`src/rtl/uart_rx_stream_param.sv`:
```
// uart_rx_stream_param
// Oversampling UART receiver with a configurable frame format (5..9 data
// bits, none/odd/even parity, 1 or 2 stop bits). Each bit is sampled three
// times around its centre and decided by a 2-of-3 majority vote. Decoded
// words leave on a one-entry valid/ready stream together with their parity
// and framing error flags. A frame that completes while the previous word is
// still held is dropped and reported on o_overrun. A break (all-zero frame
// with a zero first stop bit) is reported on o_break and is not delivered.
//
// Ports
//   i_clk         single clock
//   i_rst_n       synchronous active-low reset
//   i_uart_rx     asynchronous serial input, idle high
//   o_rx_data     received word, LSB = first data bit
//   o_rx_valid    o_rx_data/o_parity_err/o_frame_err hold a word
//   i_rx_ready    consumer accepts the held word
//   o_parity_err  parity mismatch for the held word
//   o_frame_err   a stop bit of the held word sampled 0
//   o_overrun     one-cycle pulse, a completed frame was dropped
//   o_break       one-cycle pulse, break detected
//   o_busy        receiver is inside a frame or waiting for break release
module uart_rx_stream_param #(
    parameter int P_CLK_FREQ   = 50_000_000,
    parameter int P_BAUD       = 115200,
    parameter int P_OVERSAMPLE = 16,
    parameter int P_DATA_WIDTH = 8,
    parameter int P_PARITY     = 0,
    parameter int P_STOP_BITS  = 1
) (
    input  logic                    i_clk,
    input  logic                    i_rst_n,
    input  logic                    i_uart_rx,
    output logic [P_DATA_WIDTH-1:0] o_rx_data,
    output logic                    o_rx_valid,
    input  logic                    i_rx_ready,
    output logic                    o_parity_err,
    output logic                    o_frame_err,
    output logic                    o_overrun,
    output logic                    o_break,
    output logic                    o_busy
);

    localparam int DIV_RAW = P_CLK_FREQ / (P_BAUD * P_OVERSAMPLE);
    localparam int DIV     = (DIV_RAW < 1) ? 1 : DIV_RAW;
    localparam int DIV_W   = (DIV > 1) ? $clog2(DIV) : 1;
    localparam int OS_W    = $clog2(P_OVERSAMPLE);

    localparam logic [DIV_W-1:0] DIV_LAST  = DIV_W'(DIV - 1);
    localparam logic [OS_W-1:0]  SMP_A     = OS_W'(P_OVERSAMPLE / 2 - 1);
    localparam logic [OS_W-1:0]  SMP_B     = OS_W'(P_OVERSAMPLE / 2);
    localparam logic [OS_W-1:0]  SMP_C     = OS_W'(P_OVERSAMPLE / 2 + 1);
    localparam logic [OS_W-1:0]  OS_LAST   = OS_W'(P_OVERSAMPLE - 1);
    localparam logic [3:0]       DATA_LAST = 4'(P_DATA_WIDTH - 1);
    localparam logic [3:0]       STOP_LAST = 4'(P_STOP_BITS - 1);

    typedef enum logic [2:0] {
        S_IDLE       = 3'd0,
        S_START      = 3'd1,
        S_DATA       = 3'd2,
        S_PARITY     = 3'd3,
        S_STOP       = 3'd4,
        S_BREAK_WAIT = 3'd5
    } state_t;

    state_t                  state_q, state_d;
    logic                    sync1_q, sync1_d, sync2_q, sync2_d, sync3_q, sync3_d;
    logic [DIV_W-1:0]        div_cnt_q, div_cnt_d;
    logic [OS_W-1:0]         os_cnt_q, os_cnt_d;
    logic [3:0]              bit_cnt_q, bit_cnt_d;
    logic [1:0]              smp_q, smp_d;
    logic [P_DATA_WIDTH-1:0] shift_q, shift_d;
    logic                    par_err_q, par_err_d;
    logic                    frm_err_q, frm_err_d;
    logic                    brk_ok_q, brk_ok_d;
    logic [P_DATA_WIDTH-1:0] data_q, data_d;
    logic                    valid_q, valid_d;
    logic                    pe_q, pe_d;
    logic                    fe_q, fe_d;
    logic                    ovr_q, ovr_d;
    logic                    brk_q, brk_d;
    logic                    busy_q, busy_d;

    logic fall_s, tick_s, vote_s, decide_s, bit_end_s, done_s, brk_s;

    // Falling edge on the synchronised line; tick gating; majority of the three samples.
    assign fall_s    = sync3_q & ~sync2_q;
    assign tick_s    = (state_q != S_IDLE) && (div_cnt_q == DIV_LAST);
    assign vote_s    = (smp_q[0] & smp_q[1]) | (smp_q[0] & sync2_q) | (smp_q[1] & sync2_q);
    assign decide_s  = tick_s && (os_cnt_q == SMP_C);
    assign bit_end_s = tick_s && (os_cnt_q == OS_LAST);

    assign o_rx_data    = data_q;
    assign o_rx_valid   = valid_q;
    assign o_parity_err = pe_q;
    assign o_frame_err  = fe_q;
    assign o_overrun    = ovr_q;
    assign o_break      = brk_q;
    assign o_busy       = busy_q;

    // Next-state logic: synchroniser, bit timing, frame FSM and output register.
    always_comb begin
        sync1_d   = i_uart_rx;
        sync2_d   = sync1_q;
        sync3_d   = sync2_q;
        state_d   = state_q;
        div_cnt_d = div_cnt_q;
        os_cnt_d  = os_cnt_q;
        bit_cnt_d = bit_cnt_q;
        smp_d     = smp_q;
        shift_d   = shift_q;
        par_err_d = par_err_q;
        frm_err_d = frm_err_q;
        brk_ok_d  = brk_ok_q;
        data_d    = data_q;
        valid_d   = valid_q;
        pe_d      = pe_q;
        fe_d      = fe_q;
        ovr_d     = 1'b0;
        brk_d     = 1'b0;
        done_s    = 1'b0;
        brk_s     = 1'b0;

        // Counters sit at zero in IDLE so a new start edge always begins a fresh bit.
        if (state_q == S_IDLE) begin
            div_cnt_d = '0;
            os_cnt_d  = '0;
        end else if (tick_s) begin
            div_cnt_d = '0;
            os_cnt_d  = (os_cnt_q == OS_LAST) ? '0 : os_cnt_q + OS_W'(1);
        end else begin
            div_cnt_d = div_cnt_q + DIV_W'(1);
        end

        // The first two samples are stored; the third is the live line at the decision tick.
        if (tick_s && (os_cnt_q == SMP_A)) begin
            smp_d[0] = sync2_q;
        end else if (tick_s && (os_cnt_q == SMP_B)) begin
            smp_d[1] = sync2_q;
        end else begin
            smp_d = smp_q;
        end

        case (state_q)
            S_IDLE: begin
                if (fall_s) begin
                    state_d   = S_START;
                    bit_cnt_d = 4'd0;
                    par_err_d = 1'b0;
                    frm_err_d = 1'b0;
                    brk_ok_d  = 1'b1;
                end else begin
                    state_d = S_IDLE;
                end
            end
            S_START: begin
                if (decide_s && vote_s) begin
                    state_d = S_IDLE;
                end else if (bit_end_s) begin
                    state_d   = S_DATA;
                    bit_cnt_d = 4'd0;
                end else begin
                    state_d = S_START;
                end
            end
            S_DATA: begin
                if (decide_s) begin
                    shift_d = {vote_s, shift_q[P_DATA_WIDTH-1:1]};
                end else if (bit_end_s) begin
                    if (bit_cnt_q == DATA_LAST) begin
                        bit_cnt_d = 4'd0;
                        state_d   = (P_PARITY != 0) ? S_PARITY : S_STOP;
                    end else begin
                        bit_cnt_d = bit_cnt_q + 4'd1;
                    end
                end else begin
                    state_d = S_DATA;
                end
            end
            S_PARITY: begin
                if (decide_s) begin
                    // Odd: data ^ parity must be 1; even: it must be 0.
                    par_err_d = (P_PARITY == 1) ? ~(^shift_q ^ vote_s) : (^shift_q ^ vote_s);
                    brk_ok_d  = brk_ok_q & ~vote_s;
                end else if (bit_end_s) begin
                    state_d   = S_STOP;
                    bit_cnt_d = 4'd0;
                end else begin
                    state_d = S_PARITY;
                end
            end
            S_STOP: begin
                if (decide_s) begin
                    frm_err_d = frm_err_q | ~vote_s;
                    brk_ok_d  = ((bit_cnt_q == 4'd0) && vote_s) ? 1'b0 : brk_ok_q;
                    // Completing at the decision point leaves slack for a back-to-back start bit.
                    if (bit_cnt_q == STOP_LAST) begin
                        done_s  = 1'b1;
                        brk_s   = (shift_q == '0) && brk_ok_q && !((bit_cnt_q == 4'd0) && vote_s);
                        state_d = brk_s ? S_BREAK_WAIT : S_IDLE;
                    end else begin
                        state_d = S_STOP;
                    end
                end else if (bit_end_s) begin
                    bit_cnt_d = bit_cnt_q + 4'd1;
                end else begin
                    state_d = S_STOP;
                end
            end
            S_BREAK_WAIT: begin
                if (sync2_q) begin
                    state_d = S_IDLE;
                end else begin
                    state_d = S_BREAK_WAIT;
                end
            end
            default: begin
                state_d = S_IDLE;
            end
        endcase

        // One-entry output register; a completion may reuse the slot in the handshake cycle.
        if (done_s && !brk_s) begin
            if (!valid_q || i_rx_ready) begin
                data_d  = shift_q;
                pe_d    = par_err_q;
                fe_d    = frm_err_d;
                valid_d = 1'b1;
            end else begin
                ovr_d = 1'b1;
            end
        end else begin
            brk_d = done_s & brk_s;
            if (valid_q && i_rx_ready) begin
                valid_d = 1'b0;
            end else begin
                valid_d = valid_q;
            end
        end

        busy_d = (state_d != S_IDLE);
    end

    // State and output registers with synchronous reset.
    always_ff @(posedge i_clk) begin
        if (!i_rst_n) begin
            state_q   <= S_IDLE;
            sync1_q   <= 1'b1;
            sync2_q   <= 1'b1;
            sync3_q   <= 1'b1;
            div_cnt_q <= '0;
            os_cnt_q  <= '0;
            bit_cnt_q <= 4'd0;
            smp_q     <= 2'b11;
            shift_q   <= '0;
            par_err_q <= 1'b0;
            frm_err_q <= 1'b0;
            brk_ok_q  <= 1'b0;
            data_q    <= '0;
            valid_q   <= 1'b0;
            pe_q      <= 1'b0;
            fe_q      <= 1'b0;
            ovr_q     <= 1'b0;
            brk_q     <= 1'b0;
            busy_q    <= 1'b0;
        end else begin
            state_q   <= state_d;
            sync1_q   <= sync1_d;
            sync2_q   <= sync2_d;
            sync3_q   <= sync3_d;
            div_cnt_q <= div_cnt_d;
            os_cnt_q  <= os_cnt_d;
            bit_cnt_q <= bit_cnt_d;
            smp_q     <= smp_d;
            shift_q   <= shift_d;
            par_err_q <= par_err_d;
            frm_err_q <= frm_err_d;
            brk_ok_q  <= brk_ok_d;
            data_q    <= data_d;
            valid_q   <= valid_d;
            pe_q      <= pe_d;
            fe_q      <= fe_d;
            ovr_q     <= ovr_d;
            brk_q     <= brk_d;
            busy_q    <= busy_d;
        end
    end

endmodule

```
`config.mk`:
```
export PLATFORM = sky130hd
export DESIGN_NAME = uart_rx_stream_param
export DESIGN_NICKNAME = d
export VERILOG_FILES = /design/src/rtl/uart_rx_stream_param.sv
export SDC_FILE = /design/constraint.sdc
export NUM_CORES = 1
export LEC_CHECK = 0
export ABC_AREA = 1
export BUFFER_PORTS_ARGS = -buffer_cell sky130_fd_sc_hd__buf_2
export CAP_MARGIN = 10
export CORE_UTILIZATION = 59
export DETAILED_ROUTE_END_ITERATION = 6
export PLACE_DENSITY = 0.81
export SLEW_MARGIN = 30
export SYNTH_ARGS = -nofsm -noshare
export SYNTH_HDL_FRONTEND = slang
export SYNTH_SLANG_ARGS = --single-unit
```
`constraint.sdc`:
```
create_clock -name i_clk -period 2.08 [get_ports i_clk]
set_input_delay 0.624 -clock i_clk [delete_from_list [all_inputs] [get_ports i_clk]]
set_output_delay 0.624 -clock i_clk [all_outputs]
set_load 0.005 [all_outputs]
```
==> qor.txt <==
Starting Density = 62.63%
number of cells produced by synthesis = 313
period utilization = 89.09%
via count = 1978
worst skew pair latency = 0.30 ns
arrival time worst endpoint = 2.06 ns
count of cell types in the netlist = 35
Final Power = 1647 uW
Largest stage delay, worst path = 0.34 ns
status = finished clean
CP Capture Type = flop
main combinational cell family by area after synthesis = simple AND/OR/NAND/NOR gates
Die Height = 64.81 um
Post-Synth XOR/XNOR Area = 2.258%
vias in the first global route = 1839
Fin Hold WS = 0.4223 ns
gr ovfl total = 0
vias per inst = 5.164
clock buffer depth = 2
Mapped Avg Cell Area = 7.435 um2
Die ar. = 0.004200 mm2
Hold Crit Class = flop to flop
f_max = 539.7 MHz
setup TNS = 0 ns
port bufs = 17
maximum vdd drop = 472.0 uV
number of buffers created by CTS = 5
CP max FO = 17
EDFF count, synth = 0
mux cell area share after synthesis = 0%
Non-Filler Instances = 383
Fin. Hold Viols = 0
Ys Warns = 0
largest net degree at the start of global routing = 21
clk root buf = clkbuf_8
async set or reset register ratio after synthesis = 0%
layout cells sized above 1 = 16.12%
Clock transition at path regs = 0.09 ns
TritonCTS Sinks = 46
Final setup viols = 0
CP max-delay cell = dfxtp_1
Final GP Congestion = 0.8635
max-slew violation count = 0
nets@finish = 349
FF-to-FF setup slack = 0.23 ns
initial antenna violation count = 0
Max-Cap Viols = 0
Lkg Pwr = 0.001126 uW
GRT Total Usage = 24.42%
Ports = 18
Worst Tran Pin Value = 0.6233 ns
most common cell after layout, fill and taps aside = nand2_1
post-layout minimum cycle time = 1.853 ns
Buf+Inv Stages, Crit Path = 2
dpl hpwl = 3225 um
cell chain of the critical path = inv_1 > ha_1 > nand2_1 > nor2_2 > nand3_4 > nor2_4 > nand4_2 > buf_12 > o21ai_1 > a21oi_1
CP Class = flop to flop
Slew headroom = 58.40%
area of the core = 0.003716 mm2
final clock skew = 0.008881 ns
Area growth syn-to-layout = 11.13%
DRC errors left = 0
first-pass GRT wire length = 7907 um
Synth Area in Adders = 5.914%
hold buffers post-CTS = 0
top cell family by delay on the critical path = simple AND/OR/NAND/NOR gates
Syn Std Cell Area = 0.002327 mm2
Synth Area in Compound Gates = 12.90%
total number of H-tree levels = 2
Syn Nets = 328
n_diodes = 0
DR WL/cell = 11.52 um
FF+latch count, synth = 46
simple-gate portion of the synthesized area = 28.66%
FILL cells = 302
main flop type after synthesis = dfxtp_1
CP required = 2.28 ns
Startpoint Class = flop
# Post-CTS Setup Buffers = 0
unrepaired setup endpoints after global routing = no
die width = 64.81 um
post-route cell area = 0.002586 mm2
register area share after synthesis = 39.57%
final wirelength = 4412 um
pwr dens = 637.0 mW/mm2
TritonCTS clock tree = built
Area after DPL = 0.002476 mm2
Site Rows = 22
DP Cell Count = 375
Initial DRT Pass Iterations = 4
initial drt markers = 82
most frequent cells in the layout = 58 x nand2_1, 50 x inv_1, 46 x dfxtp_1
antenna-violating nets left = 0
CTS resizes = 0
==> routing by layer <==
metal / global-route usage [%] / part of all wire, % / wire, um
met5: 0 / 0 / 0
met4: 9.722 / 1.7 / 74
met3: 6.338 / 3.3 / 147
met2: 39.32 / 45 / 1985
met1: 30.88 / 50 / 2204
==> worst paths after layout <==
check               startpoint  depth (start not counted)            to
setup / recovery  div_cnt_q[0]                         10  o_parity_err
hold / removal         sync1_q                          1       sync2_q
setup reg to reg  div_cnt_q[0]                         10  o_parity_err
hold reg to reg        sync1_q                          1       sync2_q
==> where the power goes <==
| group | switching, uW | total, uW | internal (uW) |
|---|---|---|---|
| logic | 55.0 | 82.5 | 27.4 |
| registers | 9.23 | 899 | 890 |
| clock network | 307 | 666 | 359 |
| total | 372 | 1650 | 1280 |
==> cell usage after synthesis (2+ instances only) <==
library cell,instances,area [um2]
nand2_2,2,12.51
inv_2,6,22.52
xnor2_1,3,26.28
dfxtp_1,46,920.9
or2_2,3,18.77
clkbuf_1,3,11.26
xor2_1,3,26.28
nor2_4,4,45.04
o31ai_1,2,15.01
a211oi_2,2,25.02
o21ai_0,6,30.03
inv_1,50,187.7
nand3_4,2,35.03
nor2_2,2,12.51
nand4_1,8,50.05
a211oi_1,8,60.06
ha_1,11,137.6
nand3_1,17,85.08
a21oi_1,19,95.09
o21ai_1,12,60.06
nor2_1,30,112.6
nand2_1,58,217.7
nor3_1,4,20.02
==> cells by family after synthesis <==
family,count (synthesis)
AND/OR/NAND/NOR,136
buffers and inverters,63
AO/OA/AOI/OAI,51
flip-flops,46
adder cells (fa/ha/maj),11
XOR/XNOR,6
==> flip-flops by register name, summed over array words and instances (netlist names), 2 cells and up <==
register,cells
bit_cnt_q,4
div_cnt_q,5
o_rx_data,8
os_cnt_q,4
shift_q,8
smp_q,2
state_q,3
==> area by class of cell <==
cell class                 instances  area [um2]  area share [%]
multi-input combinational        204        1157           44.75
clock buffer                       6       72.57           2.806
timing repair buffer              21       127.6           4.935
sequential                        46       920.9           35.61
clock inverter                     2       37.54           1.451
tap                               48       60.06           2.322
inverter                          56       210.2           8.128
==> stage by stage <==
step / util (%) / setup slack (ns)
2_1_floorplan: - / 0.4978
6_report: 69.60 / 0.2270
4_1_cts: 69.60 / 0.2179
3_5_place_dp: 66.63 / 0.2221
3_3_place_gp: 66.63 / 0.3276
5_1_grt: 69.60 / 0.04704
No activity file was read; power rests on OpenSTA's default activity.
